`src/rtl/ntt_sched_pkg.sv`:
```
// Shared butterfly-scheduler constants: FSM encoding, default pipeline depths, issue-to-writeback distance.
// Pure declarations, no latency or backpressure of its own.
package ntt_sched_pkg;

    localparam int RD_LAT_DEF = 1;
    localparam int BF_LAT_DEF = 10;

    localparam logic [1:0] ST_IDLE  = 2'd0;
    localparam logic [1:0] ST_RUN   = 2'd1;
    localparam logic [1:0] ST_DRAIN = 2'd2;
    localparam logic [1:0] ST_DONE  = 2'd3;

    function automatic int pipe_lat(input int rd_lat, input int bf_lat);
        return rd_lat + bf_lat;
    endfunction

endpackage

```
`src/rtl/bf_sched_dly.sv`:
```
// Fixed-depth shift register for {valid, addr_a, addr_b}; latency DEPTH cycles.
// No backpressure: shifts every cycle, async active-high clear.
module bf_sched_dly #(
    parameter int DEPTH = 11,
    parameter int W     = 17
) (
    input  logic         clk,
    input  logic         rst,
    input  logic [W-1:0] dat,
    output logic [W-1:0] dly_dat
);

    logic [W-1:0] sr [DEPTH];

    always_ff @(posedge clk or posedge rst) begin
        if (rst) begin
            for (int i = 0; i < DEPTH; i++) sr[i] <= '0;
        end else begin
            sr[0] <= dat;
            for (int i = 1; i < DEPTH; i++) sr[i] <= sr[i-1];
        end
    end

    assign dly_dat = sr[DEPTH-1];

endmodule

```
`src/rtl/ntt_bf_sched.sv`:
```
// In-place DIF NTT issue/retire scheduler: reads issued one edge after RUN, write-back PIPE_LAT cycles later.
// Optional BF_SCHED_HOLD_EN adds a hold input that stalls issue in RUN while the delay line keeps draining.
module ntt_bf_sched
    import ntt_sched_pkg::*;
#(
    parameter int LOG_N  = 8,
    parameter int RD_LAT = RD_LAT_DEF,
    parameter int BF_LAT = BF_LAT_DEF
) (
    input  logic             clk,
    input  logic             rst,
    input  logic             start,
    input  logic             inv,
`ifdef BF_SCHED_HOLD_EN
    input  logic             hold,
`endif
    output logic             busy,
    output logic             done,
    output logic             rd_en,
    output logic [LOG_N-1:0] rd_addr_a,
    output logic [LOG_N-1:0] rd_addr_b,
    output logic [LOG_N-1:0] tw_addr,
    output logic             bf_sel,
    output logic             wr_en,
    output logic [LOG_N-1:0] wr_addr_a,
    output logic [LOG_N-1:0] wr_addr_b
);

    localparam int N        = 1 << LOG_N;
    localparam int PIPE_LAT = pipe_lat(RD_LAT, BF_LAT);
    localparam int JW       = LOG_N - 1;
    localparam int SW       = $clog2(LOG_N);
    localparam int CW       = $clog2(PIPE_LAT + 1);
    localparam int DW       = 1 + 2 * LOG_N;
    localparam logic [LOG_N-1:0] ONE = 1;

    logic [1:0]    state;
    logic [SW-1:0] s;
    logic [JW-1:0] j;
    logic [CW-1:0] cnt;
    logic          mode_r;
    logic          run_hold;

`ifdef BF_SCHED_HOLD_EN
    assign run_hold = hold;
`else
    assign run_hold = 1'b0;
`endif

    logic [LOG_N-1:0] j_ext, h_w, g_w, k_w, a_w, b_w;
    logic [LOG_N-2:0] twk_w;

    // Pair geometry: group stride is 2h, so g*2h reduces to a left shift by LOG_N-s.
    always_comb begin
        j_ext = {1'b0, j};
        h_w   = LOG_N'(N >> (int'(s) + 1));
        g_w   = j_ext >> (LOG_N - 1 - int'(s));
        k_w   = j_ext & (h_w - ONE);
        a_w   = (g_w << (LOG_N - int'(s))) | k_w;
        b_w   = a_w + h_w;
        twk_w = k_w[LOG_N-2:0] << s;
    end

    always_ff @(posedge clk or posedge rst) begin
        if (rst) begin
            state     <= ST_IDLE;
            s         <= '0;
            j         <= '0;
            cnt       <= '0;
            mode_r    <= 1'b0;
            busy      <= 1'b0;
            done      <= 1'b0;
            rd_en     <= 1'b0;
            rd_addr_a <= '0;
            rd_addr_b <= '0;
            tw_addr   <= '0;
        end else begin
            rd_en <= 1'b0;
            done  <= 1'b0;
            busy  <= (state != ST_IDLE);
            case (state)
                ST_IDLE: begin
                    if (start) begin
                        mode_r <= inv;
                        s      <= '0;
                        j      <= '0;
                        state  <= ST_RUN;
                    end
                end
                ST_RUN: begin
                    if (!run_hold) begin
                        rd_en     <= 1'b1;
                        rd_addr_a <= a_w;
                        rd_addr_b <= b_w;
                        tw_addr   <= {mode_r, twk_w};
                        j         <= j + JW'(1);
                        if (j == '1) begin
                            cnt   <= CW'(PIPE_LAT);
                            state <= ST_DRAIN;
                        end
                    end
                end
                // Drain lasts exactly PIPE_LAT edges so the stage's last write lands just before the next stage's first read.
                ST_DRAIN: begin
                    if (cnt == CW'(1)) begin
                        if (int'(s) < LOG_N - 1) begin
                            s     <= s + SW'(1);
                            j     <= '0;
                            state <= ST_RUN;
                        end else begin
                            state <= ST_DONE;
                        end
                    end else begin
                        cnt <= cnt - CW'(1);
                    end
                end
                ST_DONE: begin
                    done  <= 1'b1;
                    state <= ST_IDLE;
                end
                default: state <= ST_IDLE;
            endcase
        end
    end

    assign bf_sel = mode_r;

    logic [DW-1:0] wb_dat;

    bf_sched_dly #(
        .DEPTH (PIPE_LAT),
        .W     (DW)
    ) u_dly (
        .clk     (clk),
        .rst     (rst),
        .dat     ({rd_en, rd_addr_a, rd_addr_b}),
        .dly_dat (wb_dat)
    );

    assign {wr_en, wr_addr_a, wr_addr_b} = wb_dat;

endmodule

```
`config.mk`:
```
export PLATFORM = sky130hd
export DESIGN_NAME = ntt_bf_sched
export DESIGN_NICKNAME = d
export VERILOG_FILES = /design/src/rtl/ntt_sched_pkg.sv /design/src/rtl/bf_sched_dly.sv /design/src/rtl/ntt_bf_sched.sv
export SDC_FILE = /design/constraint.sdc
export NUM_CORES = 1
export LEC_CHECK = 0
export BUFFER_PORTS_ARGS = -buffer_cell sky130_fd_sc_hd__buf_2
export CAP_MARGIN = 40
export CORE_ASPECT_RATIO = 1.4
export CORE_UTILIZATION = 35
export DETAILED_ROUTE_END_ITERATION = 12
export PLACE_DENSITY_LB_ADDON = 0.25
export REMOVE_ABC_BUFFERS = 1
export SLEW_MARGIN = 10
export SYNTH_ARGS = -nofsm -noshare
export SYNTH_HDL_FRONTEND = slang
export SYNTH_SLANG_ARGS = --single-unit
```
`constraint.sdc`:
```
create_clock -name clk -period 9.4 [get_ports clk]
set_input_delay 0.94 -clock clk [delete_from_list [all_inputs] [get_ports clk]]
set_output_delay 0.94 -clock clk [all_outputs]
set_load 0.01 [all_outputs]
```
==> results_tabular.tex, run 1 <==
\begin{tabular}{lr}
\hline
Metric & Value \\
\hline
\multicolumn{2}{l}{\textbf{Outcome}} \\
Run status & completed \\
\multicolumn{2}{l}{\textbf{Critical path}} \\
Max Fanout on Critical Path & 25 \\
Data required time of the worst path & 9.85 ns \\
Critical path class & reg -> reg \\
Nature of the critical path startpoint & flip-flop \\
Arrival time reported for the critical path endpoint & 4.86 ns \\
Crit end category & flip-flop \\
\multicolumn{2}{l}{\textbf{STA}} \\
Total of endpoints with negative setup slack in the final report & 0 \\
Pin slew with the least headroom to its limit & 0.765 ns \\
Final sum of negative setup slack & 0 ns \\
RSZ-0062 raised after global routing & no \\
Clk\_skew & 0.00854 ns \\
Final worst slack & 4.99 ns \\
Fmax & 227 MHz \\
Final Hold Fails & 0 \\
Final slew viol count & 0 \\
Final Cycle Share & 46.9\% \\
Max-slew headroom at the worst pin & 48.5\% \\
Minimum clock period & 4.41 ns \\
\multicolumn{2}{l}{\textbf{Pwr}} \\
Worst-case vdd ir drop & 0.158 mV \\
Internal Power & 0.00225 W \\
Static Leak & 4.30 nW \\
Power per unit of standard cell area & 341 mW/mm² \\
Switch share & 29.7\% \\
Share of total power in sequential cells & 49.9\% \\
Share of power burned in combinational logic & 19.8\% \\
Total chip power & 0.00320 W \\
Switching component of the power & 0.000952 W \\
Clock power share & 30.4\% \\
\multicolumn{2}{l}{\textbf{CTS}} \\
Clock-pin slew of the registers on the worst-case setup and hold paths & 0.06 ns \\
Post-cts gate resize count & 0 \\
Post-CTS setup buffer count & 0 \\
CTS tree & built \\
CTS H-tree lvls & 1 \\
Number of buffers created by CTS & 23 \\
Sink count of the clock tree & 231 \\
Clock Path Buffers & 3 \\
Root Driver & sky130\_fd\_sc\_hd\_\_clkbuf\_16 \\
Later-pin clock latency in the skew report & 0.51 ns \\
Hold buffer count at CTS & 0 \\
\multicolumn{2}{l}{\textbf{Place}} \\
DP Wirelength & 10,700 µm \\
\# port buffers & 48 \\
Worst slack at placement & 5.04 ns \\
Placer's final routability congestion estimate & 0.854 \\
\multicolumn{2}{l}{\textbf{Drt}} \\
DRC violations left & 0 \\
Vias per Instance & 4.76 \\
Length of the first detailed-routing pass in iterations & 4 \\
Detailed-route via count & 4,475 \\
Number of routed nets with antenna violations & 0 \\
Initial drt markers & 267 \\
WL/cell & 16.6 µm \\
Final wirelength & 15,600 µm \\
\multicolumn{2}{l}{\textbf{Global routing}} \\
Remaining global-route overflow & 0 \\
GRT Total Usage & 14.0\% \\
Wire length of the first global-routing pass & 25,400 µm \\
Number of global-route vias before repair & 4,745 \\
Largest net degree at the start of global routing & 74 \\
Number of antenna violations at the first check in global routing & 0 \\
\multicolumn{2}{l}{\textbf{Yosys}} \\
Leading post-synthesis cells by cell area & sky130\_fd\_sc\_hd\_\_dfrtp\_1 71\%, sky130\_fd\_sc\_hd\_\_ha\_1 2.9\%, sky130\_fd\_sc\_hd\_\_nand2\_1 2.3\%, sky130\_fd\_sc\_hd\_\_buf\_4 1.9\%, sky130\_fd\_sc\_hd\_\_o21ai\_0 1.7\% \\
Dominant cell type by area after synthesis & sky130\_fd\_sc\_hd\_\_dfrtp\_1 \\
Share of the synthesized area in the top cell type & 71.5\% \\
Mean instance size in the synthesized netlist & 13.9 µm² \\
Sequential-to-total area share from yosys stat & 71.5\% \\
Most used DFF post-synth & sky130\_fd\_sc\_hd\_\_dfrtp\_1 \\
Number of flops mapped to enable cells by yosys & 0 \\
Post-synthesis instance area & 0.00809 mm² \\
Post-synthesis async set-or-reset flop share & 100\% \\
Number of synthesis warnings & 0 \\
Number of instances in the synthesized netlist & 581 \\
Unique masters post-synth & 75 \\
Post-synthesis register bit count & 231 \\
\multicolumn{2}{l}{\textbf{Final layout}} \\
Number of nets in the finished design & 646 \\
Layout overhead on the synthesized area & 16.1\% \\
Fillcell total & 2,175 \\
Sequential Area & 0.00578 mm² \\
Fraction of layout cells with a size suffix above 1 & 18.6\% \\
Diodes inserted & 0 \\
Area taken by multi-input logic gates & 0.00198 mm² \\
\multicolumn{2}{l}{\textbf{Die}} \\
Die Width & 130 µm \\
Total Die Area & 0.0237 mm² \\
Area of the core & 0.0226 mm² \\
Die Y-Extent & 182 µm \\
\# IOs & 49 \\
Initial standard-cell utilization of the core & 35.8\% \\
Std cell rows & 65 \\
\multicolumn{2}{l}{\textbf{Run}} \\
Number of max-capacitance violations reported & 0 \\
\multicolumn{2}{l}{\textbf{Min path}} \\
Worst hold path type & reg -> reg \\
\hline
\end{tabular}
[kinds of logic after synthesis]
| kind of cell | count (synthesis) | synth area share (%) |
|---|---|---|
| AOI/OAI and AO/OA | 112 | 10.0 |
| xor gates and xnor gates | 9 | 0.975 |
| buffers and inverters | 60 | 4.10 |
| muxes | 15 | 2.23 |
| DFF | 231 | 71.5 |
| and+or+nand+nor | 133 | 7.92 |
| adders and majority gates | 21 | 3.31 |
[state kept, by name, summed over array words and instances (netlist names)]
signal         cells
rd_addr_b          8
j                  7
rd_en              1
cnt                4
u_dly.dly_dat     17
s                  3
done               1
tw_addr            8
rd_addr_a          8
state              2
busy               1
u_dly.sr         170
bf_sel             1
[Yosys cell counts (4+ instances only)]
library cell / n
sky130_fd_sc_hd__clkbuf_1: 9
sky130_fd_sc_hd__a21o_1: 7
sky130_fd_sc_hd__inv_1: 18
sky130_fd_sc_hd__nor2_1: 33
sky130_fd_sc_hd__dfrtp_1: 231
sky130_fd_sc_hd__a21boi_0: 5
sky130_fd_sc_hd__o21ai_0: 28
sky130_fd_sc_hd__nand2_1: 50
sky130_fd_sc_hd__nand2b_1: 6
sky130_fd_sc_hd__ha_1: 19
sky130_fd_sc_hd__o21ai_1: 6
sky130_fd_sc_hd__nor2b_1: 5
sky130_fd_sc_hd__and2_1: 4
sky130_fd_sc_hd__buf_4: 20
sky130_fd_sc_hd__mux2i_1: 6
sky130_fd_sc_hd__xor2_1: 6
sky130_fd_sc_hd__a211oi_1: 4
sky130_fd_sc_hd__buf_2: 7
sky130_fd_sc_hd__a31oi_1: 6
sky130_fd_sc_hd__mux2_2: 5
sky130_fd_sc_hd__nand3_1: 9
sky130_fd_sc_hd__a21oi_1: 9
sky130_fd_sc_hd__o31ai_1: 6
sky130_fd_sc_hd__nor3_1: 5
[final cells by class]
cell class | count | share of cell area (%)
flip-flops and latches | 231 | 61.6
multi-input cells | 290 | 21.1
clock buffers | 26 | 6.46
well taps | 301 | 4.01
repair buffers | 56 | 3.63
clock inverters | 16 | 2.39
inverters | 20 | 0.880
[metal layers]
| metal | global-route usage (%) | vias up | share of wire [%] |
|---|---|---|---|
| li1 | - | 2056 | - |
| met1 | 15.9 | 2301 | 38 |
| met2 | 25.5 | 83 | 55 |
| met3 | 2.62 | 35 | 4.0 |
| met4 | 5.29 | 0 | 2.9 |
| met5 | 0 | - | 0 |
[worst paths after layout]
path / cells after the start / slack (ns) / startpoint / end
min in group asynchronous: 2 / 0.48 / rst / u_dly.dly_dat[15]$_DFF_PP0_
min: 0 / 0.34 / u_dly.sr[111]$_DFF_PP0_ / u_dly.sr[94]$_DFF_PP0_
max in group asynchronous: 5 / 7.49 / rst / u_dly.sr[125]$_DFF_PP0_
max reg2reg: 13 / 4.99 / s[1]$_DFFE_PP0P_ / rd_addr_b[7]$_DFFE_PP0P_
min reg2reg: 0 / 0.34 / u_dly.sr[111]$_DFF_PP0_ / u_dly.sr[94]$_DFF_PP0_
max: 13 / 4.99 / s[1]$_DFFE_PP0P_ / rd_addr_b[7]$_DFFE_PP0P_
[power by group through the flow]
stage | combinational, W | clock, W | sequential [W]
finish | 0.000634 | 0.000973 | 0.00160
global route | 0.000702 | 0.00105 | 0.00165
CTS | 0.000645 | 0.00101 | 0.00161
detailed placement | 0.000641 | 0 | 0.00163
global placement | 0.000634 | 0 | 0.00161
floorplan | 0.000365 | 0 | 0.00161
[worst max-delay path, cell delays in order (launching register included)]
cell	delay (ns)
sky130_fd_sc_hd__dfrtp_1	0.53
sky130_fd_sc_hd__buf_4	0.36
sky130_fd_sc_hd__inv_2	0.18
sky130_fd_sc_hd__ha_1	0.66
sky130_fd_sc_hd__inv_1	0.21
sky130_fd_sc_hd__nor4_2	0.39
sky130_fd_sc_hd__nor3_2	0.11
sky130_fd_sc_hd__o31ai_2	0.30
sky130_fd_sc_hd__ha_1	0.33
sky130_fd_sc_hd__a211oi_1	0.26
sky130_fd_sc_hd__o21ai_0	0.27
sky130_fd_sc_hd__a2111oi_0	0.53
sky130_fd_sc_hd__o21bai_1	0.12
sky130_fd_sc_hd__nand3_1	0.08
[metrics by stage]
| stage | hold slack (ns) | utilization, % | std cells | instance area, µm² |
|---|---|---|---|---|
| after floorplan | 0.331 | - | 541 | 7830 |
| after global placement | 0.332 | 37.6 | 896 | 8500 |
| after detailed placement | 0.335 | 37.8 | 898 | 8560 |
| after CTS | 0.347 | 41.5 | 940 | 9390 |
| after global routing | 0.349 | 41.5 | 940 | 9390 |
| final | 0.344 | 41.5 | 940 | 9390 |
[cell usage in the layout (no fill, tap or decap), types with 3 or more instances in the layout]
| master | netlist | routed |
|---|---|---|
| sky130_fd_sc_hd__and3_1 | 3 | 3 |
| sky130_fd_sc_hd__inv_1 | 18 | 17 |
| sky130_fd_sc_hd__clkbuf_16 | 0 | 23 |
| sky130_fd_sc_hd__o31ai_1 | 6 | 6 |
| sky130_fd_sc_hd__a21o_1 | 7 | 7 |
| sky130_fd_sc_hd__bufinv_16 | 0 | 4 |
| sky130_fd_sc_hd__dfrtp_1 | 231 | 231 |
| sky130_fd_sc_hd__mux2i_1 | 6 | 6 |
| sky130_fd_sc_hd__nand2_1 | 50 | 50 |
| sky130_fd_sc_hd__xor2_1 | 6 | 6 |
| sky130_fd_sc_hd__nand3_1 | 9 | 9 |
| sky130_fd_sc_hd__a31oi_1 | 6 | 6 |
| sky130_fd_sc_hd__a22o_1 | 3 | 3 |
| sky130_fd_sc_hd__a211oi_1 | 4 | 4 |
| sky130_fd_sc_hd__nand2b_1 | 6 | 6 |
| sky130_fd_sc_hd__xnor2_1 | 3 | 3 |
| sky130_fd_sc_hd__o21ai_0 | 28 | 28 |
| sky130_fd_sc_hd__mux2_2 | 5 | 5 |
| sky130_fd_sc_hd__a21boi_0 | 5 | 5 |
| sky130_fd_sc_hd__a21oi_1 | 9 | 9 |
| sky130_fd_sc_hd__buf_4 | 20 | 6 |
| sky130_fd_sc_hd__nor2_1 | 33 | 33 |
| sky130_fd_sc_hd__or3_1 | 3 | 3 |
| sky130_fd_sc_hd__nor3_1 | 5 | 5 |
| sky130_fd_sc_hd__buf_2 | 7 | 48 |
| sky130_fd_sc_hd__o21bai_1 | 3 | 3 |
| sky130_fd_sc_hd__clkinv_2 | 0 | 5 |
| sky130_fd_sc_hd__ha_1 | 19 | 19 |
| sky130_fd_sc_hd__and2_1 | 4 | 4 |
| sky130_fd_sc_hd__o21ai_1 | 6 | 6 |
| sky130_fd_sc_hd__nor2b_1 | 5 | 5 |
(Power assumes the default switching activity.)
==> run 2, diff against run 1 <==
--- a/config.mk
+++ b/config.mk
@@ -5,6 +5,7 @@
 export SDC_FILE = /design/constraint.sdc
 export NUM_CORES = 1
 export LEC_CHECK = 0
+export ABC_AREA = 1
 export BUFFER_PORTS_ARGS = -buffer_cell sky130_fd_sc_hd__buf_2
 export CAP_MARGIN = 40
 export CORE_ASPECT_RATIO = 1.4
==> constraint.sdc (replaced) <==
create_clock -name clk -period 4.47 [get_ports clk]
set_input_delay 0.447 -clock clk [delete_from_list [all_inputs] [get_ports clk]]
set_output_delay 0.447 -clock clk [all_outputs]
set_load 0.01 [all_outputs]
==> results_tabular.tex, run 2 <==
\begin{tabular}{lr}
\hline
Metric & Value \\
\hline
\multicolumn{2}{l}{\textbf{Final layout}} \\
Layout overhead on the synthesized area & 15.0\% \\
Diodes inserted & 0 (unchanged) \\
Design Area, Final & 0.00917 mm² (-2.3\%) \\
End-of-flow core utilization & 40.8\% (-0.67 points) \\
Sequential Area & 0.00578 mm² (unchanged) \\
Area taken by multi-input logic gates & 0.00180 mm² (-9.0\%) \\
Flip-flop count of the largest register, all copies and words added & 170 (unchanged) \\
Fillcell total & 2,140 (-1.6\%) \\
Post-route non-filler standard cell count & 983 (+4.6\%) \\
Most frequent cells in the layout & 231 x sky130\_fd\_sc\_hd\_\_dfrtp\_1, 113 x sky130\_fd\_sc\_hd\_\_nand2\_1, 48 x sky130\_fd\_sc\_hd\_\_buf\_2 \\
Number of nets in the finished design & 693 (+7.3\%) \\
Top register by number of flip-flops & u\_dly.sr \\
Fraction of layout cells with a size suffix above 1 & 21.3\% (+2.6 points) \\
Most common library cell in the layout ignoring fill and taps & sky130\_fd\_sc\_hd\_\_dfrtp\_1 \\
\multicolumn{2}{l}{\textbf{Yosys}} \\
Number of instances in the synthesized netlist & 621 (+6.9\%) \\
Mean instance size in the synthesized netlist & 12.8 µm² (-7.8\%) \\
Dominant cell type by area after synthesis & sky130\_fd\_sc\_hd\_\_dfrtp\_1 \\
Leading post-synthesis cells by cell area & sky130\_fd\_sc\_hd\_\_dfrtp\_1 72\%, sky130\_fd\_sc\_hd\_\_nand2\_1 5.3\%, sky130\_fd\_sc\_hd\_\_ha\_1 3.0\%, sky130\_fd\_sc\_hd\_\_nand3\_1 2.8\%, sky130\_fd\_sc\_hd\_\_buf\_4 1.6\% \\
Sequential-to-total area share from yosys stat & 72.5\% (+1.0 points) \\
Cell types with the highest counts after synthesis & 231 x sky130\_fd\_sc\_hd\_\_dfrtp\_1, 113 x sky130\_fd\_sc\_hd\_\_nand2\_1, 45 x sky130\_fd\_sc\_hd\_\_nand3\_1 \\
Unique masters post-synth & 38 (-49\%) \\
Most used DFF post-synth & sky130\_fd\_sc\_hd\_\_dfrtp\_1 \\
Post-synthesis register bit count & 231 (unchanged) \\
Post-synthesis instance area & 0.00797 mm² (-1.4\%) \\
Number of flops mapped to enable cells by yosys & 0 (unchanged) \\
Share of the synthesized area in the top cell type & 72.5\% (+1.0 points) \\
Number of synthesis warnings & 0 (unchanged) \\
Library cell with the highest instance count after synthesis & sky130\_fd\_sc\_hd\_\_dfrtp\_1 \\
Post-synthesis async set-or-reset flop share & 100\% (unchanged) \\
\multicolumn{2}{l}{\textbf{Critical path}} \\
Arrival time reported for the critical path endpoint & 3.74 ns (-1.12 ns) \\
Critical-path top delay cell & sky130\_fd\_sc\_hd\_\_dfrtp\_1 \\
Critical path class & reg -> reg \\
Crit end category & flip-flop \\
Ordered list of cells on the worst path & inv\_4, ha\_1, ha\_1, nor3\_2, a21o\_1, ha\_1, inv\_1, fa\_1, inv\_1, nand3\_1, nand2\_1, nand2\_1, nand2\_1, a21oi\_1, xor2\_1, o21ai\_0 \\
Data required time of the worst path & 4.90 ns (-4.95 ns) \\
Max Fanout on Critical Path & 14 (-44\%) \\
CP top delay family & adder cells \\
Delay contributed by the slowest stage of the critical path & 0.62 ns (-0.04 ns) \\
Nature of the critical path startpoint & flip-flop \\
CP bufs+invs & 3 (unchanged) \\
\multicolumn{2}{l}{\textbf{Drt}} \\
Initial drt markers & 273 (+2.2\%) \\
Vias per Instance & 4.53 (-4.9\%) \\
Length of the first detailed-routing pass in iterations & 4 (unchanged) \\
DRC violations left & 0 (unchanged) \\
WL/cell & 15.7 µm (-5.5\%) \\
Number of routed nets with antenna violations & 0 (unchanged) \\
Detailed-route via count & 4,450 (-0.56\%) \\
Final wirelength & 15,400 µm (-1.2\%) \\
\multicolumn{2}{l}{\textbf{Die}} \\
Area of the core & 0.0224 mm² (-0.72\%) \\
Die Width & 130 µm (-0.71\%) \\
Std cell rows & 65 (unchanged) \\
\# IOs & 49 (unchanged) \\
Total Die Area & 0.0234 mm² (-1.4\%) \\
Initial standard-cell utilization of the core & 35.5\% (-0.25 points) \\
Die Y-Extent & 181 µm (-0.71\%) \\
\multicolumn{2}{l}{\textbf{Pwr}} \\
Worst-case vdd ir drop & 0.350 mV (+120\%) \\
Static Leak & 4.67 nW (+8.7\%) \\
Power per unit of standard cell area & 715 mW/mm² (+110\%) \\
\multicolumn{2}{l}{\textbf{STA}} \\
RSZ-0062 raised after global routing & no \\
Final Hold Fails & 0 (unchanged) \\
Final Cycle Share & 74.1\% (+27 points) \\
Fmax & 302 MHz (+33\%) \\
Minimum clock period & 3.31 ns (-1.10 ns) \\
Total of endpoints with negative setup slack in the final report & 0 (unchanged) \\
Pin slew with the least headroom to its limit & 0.600 ns (-0.165 ns) \\
Final worst slack & 1.16 ns (-3.83 ns) \\
Final slew viol count & 0 (unchanged) \\
Max-slew headroom at the worst pin & 59.9\% (+11 points) \\
Clk\_skew & 0.0106 ns (+0.00211 ns) \\
Hold Slack & 0.209 ns (-0.135 ns) \\
\multicolumn{2}{l}{\textbf{CTS}} \\
Number of buffers created by CTS & 22 (-4.3\%) \\
Clock Path Buffers & 3 (unchanged) \\
CTS H-tree lvls & 1 (unchanged) \\
Root Driver & sky130\_fd\_sc\_hd\_\_clkbuf\_16 \\
Clock-pin slew of the registers on the worst-case setup and hold paths & 0.07 ns (about the same) \\
Post-CTS setup buffer count & 0 (unchanged) \\
Sink count of the clock tree & 231 (unchanged) \\
Later-pin clock latency in the skew report & 0.50 ns (about the same) \\
CTS tree & built \\
\multicolumn{2}{l}{\textbf{Global routing}} \\
GRT Total Usage & 14.2\% (+0.22 points) \\
Number of global-route vias before repair & 4,730 (-0.32\%) \\
Largest net degree at the start of global routing & 122 (+65\%) \\
Wire length of the first global-routing pass & 25,600 µm (+0.87\%) \\
Number of antenna violations at the first check in global routing & 0 (unchanged) \\
Remaining global-route overflow & 0 (unchanged) \\
\multicolumn{2}{l}{\textbf{Place}} \\
Instance area at placement & 0.00845 mm² (-1.2\%) \\
\# port buffers & 48 (unchanged) \\
Placed cell count & 945 (+5.2\%) \\
DP Wirelength & 10,500 µm (-2.2\%) \\
Worst slack at placement & 1.18 ns (-3.86 ns) \\
Placer's final routability congestion estimate & 0.905 (+5.9\%) \\
\multicolumn{2}{l}{\textbf{Outcome}} \\
Run status & completed \\
\multicolumn{2}{l}{\textbf{Min path}} \\
Worst hold path type & in -> reg \\
\multicolumn{2}{l}{\textbf{Run}} \\
Number of max-capacitance violations reported & 0 (unchanged) \\
\hline
\end{tabular}
==> run 2: metal layers <==
| layer | vias up | GRT usage (%) | share of wire [%] |
|---|---|---|---|
| li1 | 2088 | - | - |
| met1 | 2223 | 17.7 | 40 |
| met2 | 99 | 23.9 | 51 |
| met3 | 40 | 2.46 | 4.3 |
| met4 | 0 | 6.60 | 4.3 |
| met5 | - | 0 | 0 |
==> run 2: cell type report <==
class | count | area share, %
clock buffer | 31 | 7.04
clock inverter | 6 | 0.655
inverter | 43 | 1.87
multi-input combinational | 315 | 19.6
sequential | 231 | 63.0
tap | 301 | 4.11
timing repair buffer | 56 | 3.66
==> run 2: cells by family (layout without fill, tap and decap cells) <==
kind of cell | Yosys count | count (layout) | share of synthesized area, %
buf+inv | 75 | 136 | 4.94
flops | 231 | 231 | 72.5
compound gates | 63 | 63 | 4.60
fa+ha+maj | 20 | 20 | 3.23
simple gates | 229 | 229 | 14.4
xor+xnor | 3 | 3 | 0.330
==> run 2: power by group <==
part	leakage, nW	internal [W]	switching [W]
logic	1.34	0.000511	0.00107
clock network	0.343	0.00106	0.000742
registers	2.99	0.00287	0.000309
==> run 2: final timing paths <==
| kind | start | endpoint | slack, ns | cells past startpoint |
|---|---|---|---|---|
| worst max-delay path | s[1]$_DFFE_PP0P_ | rd_addr_b[6]$_DFFE_PP0P_ | 1.16 | 16 |
| worst min-delay path | inv | bf_sel$_DFFE_PP0P_ | 0.21 | 3 |
| worst max register to register | s[1]$_DFFE_PP0P_ | rd_addr_b[6]$_DFFE_PP0P_ | 1.16 | 16 |
| worst min register to register | u_dly.sr[182]$_DFF_PP0_ | u_dly.sr[165]$_DFF_PP0_ | 0.34 | 0 |
| max in group asynchronous | rst | u_dly.sr[155]$_DFF_PP0_ | 3.23 | 4 |
| min in group asynchronous | rst | u_dly.sr[124]$_DFF_PP0_ | 0.43 | 3 |
==> run 2: worst register-to-register path: stages, from the launching register on <==
cell and delay (ns):
sky130_fd_sc_hd__dfrtp_1 0.62, sky130_fd_sc_hd__inv_4 0.19, sky130_fd_sc_hd__ha_1 0.27, sky130_fd_sc_hd__ha_1 0.39, sky130_fd_sc_hd__nor3_2 0.28, sky130_fd_sc_hd__a21o_1 0.14, sky130_fd_sc_hd__ha_1 0.18, sky130_fd_sc_hd__inv_1 0.06
sky130_fd_sc_hd__fa_1 0.35, sky130_fd_sc_hd__inv_1 0.10, sky130_fd_sc_hd__nand3_1 0.07, sky130_fd_sc_hd__nand2_1 0.09, sky130_fd_sc_hd__nand2_1 0.07, sky130_fd_sc_hd__nand2_1 0.07, sky130_fd_sc_hd__a21oi_1 0.07, sky130_fd_sc_hd__xor2_1 0.14
sky130_fd_sc_hd__o21ai_0 0.13
==> run 2: through the flow <==
step	TNS, ns	total power [W]
after floorplan	-533.60	0.00416
after global placement	0	0.00481
after detailed placement	0	0.00483
after CTS	0	0.00668
after global routing	0	0.00702
final	0	0.00655
==> run 2: repair_timing <==
| action | in CTS | in global routing |
|---|---|---|
| resized for setup | 0 | 0 |
| endpoints found under the hold margin | 21 | 0 |
| hold buffers | 1 | 0 |
